`src/rtl/fetch_sequencer.sv`:
```
// Multi-cycle fetch/retire sequencer owning the architectural PC.
// Optional build macro PC_MISALIGN_TRAP_EN enables the sticky misalignment trap.
module fetch_sequencer #(
   parameter int unsigned     XLEN         = 32,
   parameter logic [XLEN-1:0] RESET_VECTOR = 32'h0000_1000
) (
   input  logic            clk,
   input  logic            rst,
   output logic            imem_req_valid,
   input  logic            imem_req_ready,
   output logic [XLEN-1:0] imem_addr,
   input  logic            imem_rsp_valid,
   input  logic [XLEN-1:0] imem_rsp_data,
   output logic            instr_valid,
   output logic [XLEN-1:0] instr,
   output logic [XLEN-1:0] instr_pc,
   input  logic            instr_ready,
   input  logic            redirect_valid,
   input  logic [XLEN-1:0] redirect_pc,
   input  logic            halt_req,
   output logic [XLEN-1:0] pc,
   output logic            halted,
   output logic [31:0]     instret,
   output logic            misalign_trap
);

   typedef enum logic [2:0] {StBoot, StReq, StWait, StIssue, StHalt} state_e;

   state_e          state_q, state_d;
   logic [XLEN-1:0] pc_q, pc_d;
   logic [XLEN-1:0] instr_q, instr_d;
   logic [XLEN-1:0] instr_pc_q, instr_pc_d;
   logic [31:0]     instret_q, instret_d;
   logic [XLEN-1:0] next_pc;
`ifdef PC_MISALIGN_TRAP_EN
   logic            trap_q, trap_d;
`endif

   assign next_pc = redirect_valid ? redirect_pc : instr_pc_q + XLEN'(4);

   always_comb begin
      state_d    = state_q;
      pc_d       = pc_q;
      instr_d    = instr_q;
      instr_pc_d = instr_pc_q;
      instret_d  = instret_q;
`ifdef PC_MISALIGN_TRAP_EN
      trap_d     = trap_q;
`endif
      case (state_q)
         StBoot: state_d = StReq;
         StReq: begin
            // halt wins over a ready imem so no request is ever left dangling
            if (halt_req) begin
               state_d = StHalt;
            end else if (imem_req_ready) begin
               state_d = StWait;
            end
         end
         StWait: begin
            if (imem_rsp_valid) begin
               instr_d    = imem_rsp_data;
               instr_pc_d = pc_q;
               state_d    = StIssue;
            end
         end
         StIssue: begin
            if (instr_ready) begin
               instret_d = instret_q + 32'd1;
`ifdef PC_MISALIGN_TRAP_EN
               if (next_pc[1:0] != 2'b00) begin
                  trap_d  = 1'b1;
                  state_d = StHalt;
               end else begin
                  pc_d    = next_pc;
                  state_d = halt_req ? StHalt : StReq;
               end
`else
               pc_d    = next_pc & ~XLEN'(3);
               state_d = halt_req ? StHalt : StReq;
`endif
            end
         end
         StHalt:  state_d = StHalt;
         default: state_d = StHalt;
      endcase
   end

   always_ff @(posedge clk or posedge rst) begin
      if (rst) begin
         state_q    <= StBoot;
         pc_q       <= RESET_VECTOR;
         instr_q    <= '0;
         instr_pc_q <= '0;
         instret_q  <= '0;
      end else begin
         state_q    <= state_d;
         pc_q       <= pc_d;
         instr_q    <= instr_d;
         instr_pc_q <= instr_pc_d;
         instret_q  <= instret_d;
      end
   end

`ifdef PC_MISALIGN_TRAP_EN
   always_ff @(posedge clk or posedge rst) begin
      if (rst) begin
         trap_q <= 1'b0;
      end else begin
         trap_q <= trap_d;
      end
   end
   assign misalign_trap = trap_q;
`else
   assign misalign_trap = 1'b0;
`endif

   assign imem_req_valid = (state_q == StReq) && !halt_req;
   assign imem_addr      = pc_q;
   assign instr_valid    = (state_q == StIssue);
   assign instr          = instr_q;
   assign instr_pc       = instr_pc_q;
   assign pc             = pc_q;
   assign halted         = (state_q == StHalt);
   assign instret        = instret_q;

endmodule

```
`config.mk`:
```
export PLATFORM = sky130hd
export DESIGN_NAME = fetch_sequencer
export DESIGN_NICKNAME = d
export VERILOG_FILES = /design/src/rtl/fetch_sequencer.sv
export SDC_FILE = /design/constraint.sdc
export NUM_CORES = 1
export LEC_CHECK = 0
export BUFFER_PORTS_ARGS = -buffer_cell sky130_fd_sc_hd__buf_2
export CORE_MARGIN = 2
export CORE_UTILIZATION = 53
export CTS_CLUSTER_SIZE = 10
export DETAILED_ROUTE_END_ITERATION = 10
export GPL_TIMING_DRIVEN = 0
export PLACE_DENSITY = 0.86
export SYNTH_ARGS = -nofsm -noshare
export SYNTH_HDL_FRONTEND = slang
export SYNTH_SLANG_ARGS = --single-unit
```
`constraint.sdc`:
```
create_clock -name clk -period 6.2 [get_ports clk]
set_clock_uncertainty 0.05 [all_clocks]
set_input_delay 0.62 -clock clk [delete_from_list [all_inputs] [get_ports clk]]
set_output_delay 0.62 -clock clk [all_outputs]
set_load 0.02 [all_outputs]
```
==> key figures, run 1 <==
STA
  – RSZ-0062 raised after global routing: no
  – Min Clock Period, post-route: 2070 ps
  – Post-route setup slack: between 4000 and 5000 ps
  – Slew HR: a little over 60%
  – Final Cycle Share: between 30 and 40%
  – Setup violation total in the final timing report: 0
  – Pins Over Slew Limit: 0
  – WHS: about 110 ps
  – Max Clock Freq: a little under 500 MHz
  – Fin Setup TNS: 0 ps
  – Worst-margin pin slew: just under 600 ps
  – Final Hold Fails: 0

Run status
  – Status: completed

Global routing
  – GR Util met2: ~45%
  – Routing usage on met3: between 5 and 6%
  – Largest net degree at the start of global routing: ~100
  – GRT overflow: 0
  – Vias in the first global route: between 5,000 and 6,000
  – Met1 usage: between 30% and 40%
  – GR peak layer: met2
  – GRT Total Usage: 26.9%
  – Wire length of the first global-routing pass: about 27,000 um
  – Initial antenna violation count: 0

Yosys
  – Yosys cell types: 44
  – Main synth FF type: dfrtp_1
  – #FFs+latches synth: 127
  – Asr flop ratio synth: 100%
  – Ys Warns: 0
  – Post-synth EDFFs: 0
  – Synth Instances: ~550
  – Post-synthesis sequential area ratio: a little over half
  – Post-Syn Area: about 6100 um^2
  – Syn Area/Cell: approximately 11 um^2

Power
  – Share of power burned in registers: between 40% and 50%
  – Maximum VDD drop: 207 uV
  – Power Dens Cells: 275 nW/um^2
  – Internal power: about 1700 uW
  – Switching Power: around 550 uW
  – Net Sw Frac: around a quarter
  – Leakage: about 0.0045 uW
  – Pwr Total: roughly 2200 uW
  – Clock share of power: ~46%
  – Logic pwr share: about 13%

Placed design
  – # port buffers: approximately 220
  – Final HPWL DP: around 12,000 um
  – Pre-CTS setup slack: about 3900 ps
  – Routability congestion estimate: just over 0.9

Clock tree
  – Worst-Skew Late Latency: approximately 420 ps
  – TritonCTS Buffers: 17
  – Clock-pin slew on the worst setup and hold paths: ~50 ps
  – Max clock buf depth: 2
  – # resized after CTS: 0
  – CTS tree: done
  – Root Driver: clkbuf_16
  – CTS Hold Bufs: 0
  – H-Tree Depth: 4
  – Post-CTS setup buffers: 0
  – Clk sink count: between 100 and 150

Layout
  – Nets@finish: between 800 and 900
  – Area added between synthesis and finish: 32.0%
  – Layout cells sized above 1: between 40% and 50%
  – ANT cells: 0

Routing
  – Drt initial violations: around 350
  – Drt total wl: roughly 16,000 um
  – WL/cell: between 15 and 20 um
  – Drc violations: 0
  – Avg Vias per Cell: around 5.6
  – Via count: about 5,300
  – Pre-antenna DRT Iters: 5
  – Antenna-violating nets left: 0

Run
  – Total of max-cap violations: 0

Floorplan
  – DIE HEIGHT: 111 um
  – Number of I/O pins: 235
  – Core Region: ~11,000 um^2
  – Starting Density: 53.8%
  – Die area: 12,400 um^2
  – Num rows: 39
  – DIE WIDTH: roughly 110 um

Critical path
  – R2R cell count: 5
  – Crit path DAT: approximately 1400 ps
  – Startpoint Class: register
  – CP required: 5530 ps
  – Setup slack, reg-to-reg: approximately 4200 ps
  – RR Endpoint: instr_pc[10]$_DFFE_PP0P_
  – Crit Path Max Fanout: 8
  – Nature of the critical path endpoint: output pin
  – Kind of critical path: register to output pin
  – Reg2reg start: state_q[0]$_DFFE_PP0P_

Min path
  – HP Class: input pin to async pin
-- worst max path at each step --
stage                           start                        end  slack (ps)
2_1_floorplan                     rst  imem_addr[10]$_DFFE_PP0P_        2150
3_3_place_gp                      rst  imem_addr[24]$_DFFE_PP0P_         930
3_5_place_dp           redirect_valid  imem_addr[19]$_DFFE_PP0P_        3880
4_1_cts        state_q[0]$_DFFE_PP0P_                     halted        4110
5_1_grt        state_q[0]$_DFFE_PP0P_   instr_pc[10]$_DFFE_PP0P_        4010
6_report       state_q[1]$_DFFE_PP0P_             imem_req_valid        4130
-- cells in the mapped netlist, drive strengths merged, types with 11 or more instances --
library cell,instances,area [um^2]
and3,19,119
buf,53,364
nand2,39,146
a21oi,25,125
xor2,24,210
o22ai,11,68.8
xnor2,31,272
nand3,21,105
o21ai,26,130
dfrtp,126,3150
nand4,24,163
mux2,61,687
nor2,34,130
-- registers in the layout, summed over array words and instances, names as in the netlist --
| register | cells |
|---|---|
| state_q | 3 |
| imem_addr | 30 |
| instret | 32 |
| instr | 32 |
| instr_pc | 30 |
-- layer usage --
metal  wire [um]  share of wire, %  vias to the layer above
met4         442               2.7                        0
met2        8280                51                      261
met1        6460                40                     2626
met3        1120               6.9                       35
li1            -                 -                     2376
met5           0                 0                        -
-- cell usage in the layout (no fill, tap or decap), types with 2 or more instances in the layout --
cell type  count
a21o_1         2
conb_1         7
o21ai_0       25
nor3_4         3
nand3_1       21
buf_2        239
nand4_2        2
nor2_1        33
clkinv_2       2
clkbuf_1      10
mux2i_1        2
and4_1         6
nand2_1       39
xnor2_1       31
nor3_1         4
clkbuf_16     17
nand4_1       22
xor2_1        24
inv_1          4
ha_1           2
clkbuf_8       4
o22ai_1       11
nor2b_1        2
and3_1        19
mux2_2        61
buf_4         37
bufinv_16      3
a21oi_1       25
dfrtp_1      126
-- power groups by stage --
stage	clock [uW]	sequential (uW)	combinational, uW
floorplan	0	980	123
global placement	0	924	276
detailed placement	0	927	287
CTS	1030	914	288
global route	1060	921	307
finish	1010	915	285
-- stage by stage --
step | cell area (um^2) | instances | util (%)
after floorplan | 6110 | 551 | -
after global placement | 7410 | 918 | 65.5
after global routing | 8040 | 948 | 71.0
after detailed placement | 7440 | 919 | 65.7
after CTS | 8040 | 948 | 71.0
final | 8040 | 948 | 71.0
-- kinds of logic after synthesis --
family,count (synthesis),share of synthesized area [%]
AO/OA/AOI/OAI,70,6.41
XOR/XNOR,55,7.91
adder cells (fa/ha/maj),2,0.411
buffers and inverters,66,6.78
flip-flops,127,52.2
multiplexers,63,11.6
other,1,0.0616
AND/OR/NAND/NOR,161,14.6
-- layout make-up --
class	instances	area (um^2)
Clock inverter	6	108
Fill cell	824	3280
Sequential cell	127	3180
Inverter	5	23.8
Multi-Input combinational cell	358	2520
Timing Repair Buffer	225	1150
Clock buffer	23	488
Tap cell	143	179
Buffer	61	394
-- critical path, stage by stage (launching register included) --
cell	delay, ps
dfrtp_1	480
nor2_1	170
nand3b_1	120
inv_1	60
buf_2	150
No activity file was read; power rests on OpenSTA's default activity.
==> run 2, diff against run 1 <==
--- a/config.mk
+++ b/config.mk
@@ -7,11 +7,11 @@
 export LEC_CHECK = 0
 export BUFFER_PORTS_ARGS = -buffer_cell sky130_fd_sc_hd__buf_2
 export CORE_MARGIN = 2
-export CORE_UTILIZATION = 53
+export CORE_UTILIZATION = 44
 export CTS_CLUSTER_SIZE = 10
 export DETAILED_ROUTE_END_ITERATION = 10
 export GPL_TIMING_DRIVEN = 0
-export PLACE_DENSITY = 0.86
+export PLACE_DENSITY = 0.76
 export SYNTH_ARGS = -nofsm -noshare
 export SYNTH_HDL_FRONTEND = slang
 export SYNTH_SLANG_ARGS = --single-unit
==> constraint.sdc (replaced) <==
create_clock -name clk -period 1.85 [get_ports clk]
set_clock_uncertainty 0.05 [all_clocks]
set_input_delay 0.185 -clock clk [delete_from_list [all_inputs] [get_ports clk]]
set_output_delay 0.185 -clock clk [all_outputs]
set_load 0.02 [all_outputs]
==> key figures, run 2 (same netlist as run 1, synthesis figures left out) <==
Critical path
  – Critical Path, Cell by Cell: ha_2, nand3_1, nor4_2, xnor2_1, o21ai_0, mux2_2
  – Crit Path Max Fanout: 6 (-2)
  – CP required: 2090 ps (-3440 ps)
  – Crit path DAT: 2020 ps (+620 ps)
  – Kind of critical path: register to register
  – Startpoint Class: register
  – CP max stage delay: 410 ps (-70 ps)
  – Critical-path top delay cell: dfrtp_2
  – Buf/Inv on CP: 0 (-2)
  – Top cell family by delay on the critical path: simple AND/OR/NAND/NOR gates
  – Nature of the critical path endpoint: register

Routing
  – Avg Vias per Cell: 5.13 (-8.2%)
  – Via count: 5,300 (+0.038%)
  – WL/cell: 16.1 um (-6.3%)
  – Met2 wire length: 8460 um (+2.2%)
  – Top Metal Used: met4
  – Drt total wl: 16,600 um (+2.1%)
  – Post-Route M1 WL: 7100 um (+10%)
  – Pre-antenna DRT Iters: 4 (-1)
  – Met3 WL: 953 um (-15%)
  – Drt initial violations: 380 (+7.6%)
  – Drc violations: 0 (unchanged)
  – Antenna-violating nets left: 0 (unchanged)

Power
  – Switching Power: 1850 uW (+240%)
  – Internal power: 5570 uW (+240%)
  – Logic pwr share: 14.0% (+1.1 points)
  – Share of power burned in registers: 41.4% (about the same)
  – Power Dens Cells: 854 nW/um^2 (+210%)
  – Leakage: 0.00477 uW (+5.3%)
  – Net Sw Frac: 24.9% (+0.060 points)
  – Maximum VDD drop: 810 uV (+290%)
  – Clock share of power: 44.7% (-1.0 points)

Clock tree
  – CTS tree: done
  – Clock-pin slew on the worst setup and hold paths: 50 ps (about the same)
  – Clk sink count: 127 (unchanged)
  – Max clock buf depth: 2 (unchanged)
  – H-Tree Depth: 4 (unchanged)
  – Root Driver: clkbuf_16
  – Worst-Skew Late Latency: 410 ps (about the same)
  – TritonCTS Buffers: 17 (unchanged)

STA
  – Slew HR: 61.3% (+0.90 points)
  – Worst-margin pin slew: 580 ps (-9.02 ps)
  – Min Clock Period, post-route: 1780 ps
  – Fin Setup TNS: 0 ps (unchanged)
  – Pins Over Slew Limit: 0 (unchanged)
  – Final Cycle Share: between 90% and 100%
  – Max Clock Freq: roughly 560 MHz
  – Setup violation total in the final timing report: 0 (unchanged)
  – WHS: 19.1 ps (-88.3 ps)
  – Final Hold Fails: 0 (unchanged)

Layout
  – Area added between synthesis and finish: 42.8%
  – Commonest non-fill, non-tap cell in the layout: buf_2
  – Area of the multi-input gates: 2580 um^2 (+2.4%)
  – Post-route cell area: 8690 um^2 (+8.1%)
  – Layout cells sized above 1: 47.7% (+0.77 points)
  – Fillcell total: 1,071 (+30%)
  – Nets@finish: 918 (+5.8%)
  – Post-Layout Cell Count: 1,033 (+9.0%)
  – Most frequent cells in the layout: 228 x buf_2, 120 x dfrtp_1, 61 x mux2_2, 48 x buf_4
  – Register area: 3190 um^2 (+0.24%)
  – ANT cells: 0 (unchanged)

Global routing
  – Initial antenna violation count: 0 (unchanged)
  – Largest net degree at the start of global routing: 42 (-59%)
  – GRT overflow: 0 (unchanged)
  – Vias in the first global route: 5,231 (-2.3%)
  – Wire length of the first global-routing pass: 26,200 um (-1.2%)
  – GRT Total Usage: 22.7% (-4.1 points)

Run status
  – Status: completed

Floorplan
  – Die area: 14,800 um^2 (+20%)
  – Core Region: 13,400 um^2 (+18%)
  – DIE HEIGHT: 122 um (+9.4%)
  – Num rows: 42 (+7.7%)
  – Number of I/O pins: 235 (unchanged)
  – Starting Density: 45.4% (-8.3 points)
  – DIE WIDTH: 122 um (+9.4%)

Placed design
  – # port buffers: 224 (unchanged)
  – Placed Instances: 954 (+3.8%)
  – Post-DP Area: 7510 um^2 (+0.98%)
  – Routability congestion estimate: 0.850 (-7.0%)
  – Final HPWL DP: 11,700 um (-0.63%)

Min path
  – HP Class: input pin to register

Run
  – Total of max-cap violations: 0 (unchanged)
[run 2: changes by cell type in the layout (fill, tap and decap cells not counted), sizes merged]
cell and change:
buf +10, clkbuf +3, clkinv +2, dlygate4sd3 +38, inv -1
[run 2: repair_timing]
action / 4_1_cts / 5_1_grt
setup buffers: 6 / 4
hold endpoints to repair: 60 / 0
hold buffers: 38 / 0
endpoints found under the setup margin: 89 / 78
pin swaps: 4 / 5
resized for setup: 15 / 32
[run 2: final timing paths]
path                                         start                   endpoint  slack [ps]  cells past startpoint
max                        instr_pc[2]$_DFFE_PP0P_  imem_addr[14]$_DFFE_PP0P_          70                      6
min                                redirect_pc[23]  imem_addr[23]$_DFFE_PP0P_          20                      3
max reg2reg                instr_pc[2]$_DFFE_PP0P_  imem_addr[14]$_DFFE_PP0P_          70                      6
min reg2reg                instret[31]$_DFFE_PP0P_    instret[31]$_DFFE_PP0P_         420                      1
max in group asynchronous                      rst  imem_addr[12]$_DFFE_PP1P_         560                      5
min in group asynchronous                      rst    instret[31]$_DFFE_PP0P_         340                      3
[run 2: metrics by stage]
step           total power, uW  util, %  worst slack [ps]
6_report                  7420     64.8              71.2
5_1_grt                   7690     64.8             -32.9
4_1_cts                   7450     63.9              12.7
3_5_place_dp              4070     56.1              -216
3_3_place_gp              4040     55.6              -801
2_1_floorplan             3700        -              48.6
[run 2: layer usage]
layer | vias up | GRT usage [%]
met5 | - | 0
met4 | 0 | 6.03
met3 | 14 | 6.41
met2 | 197 | 38.0
met1 | 2613 | 29.2
li1 | 2476 | -
[run 2: layout make-up]
class | count | share of cell area [%]
sequential | 127 | 36.7
buffer | 61 | 5.33
timing repair buffer | 275 | 18.8
clock buffer | 24 | 5.43
tap | 176 | 2.53
inverter | 5 | 0.259
clock inverter | 7 | 1.27
multi-input combinational | 358 | 29.7
[run 2: power groups by stage]
stage	registers [uW]	logic [uW]	clock network [uW]
4_1_cts	3070	1030	3350
5_1_grt	3090	1120	3480
3_3_place_gp	3100	932	0
6_report	3070	1040	3320
3_5_place_dp	3110	960	0
2_1_floorplan	3280	411	0
[run 2: worst register-to-register path, stage by stage (launching register included)]
cell	delay, ps
dfrtp_2	410
ha_2	220
nand3_1	160
nor4_2	320
xnor2_1	150
o21ai_0	80
mux2_2	280
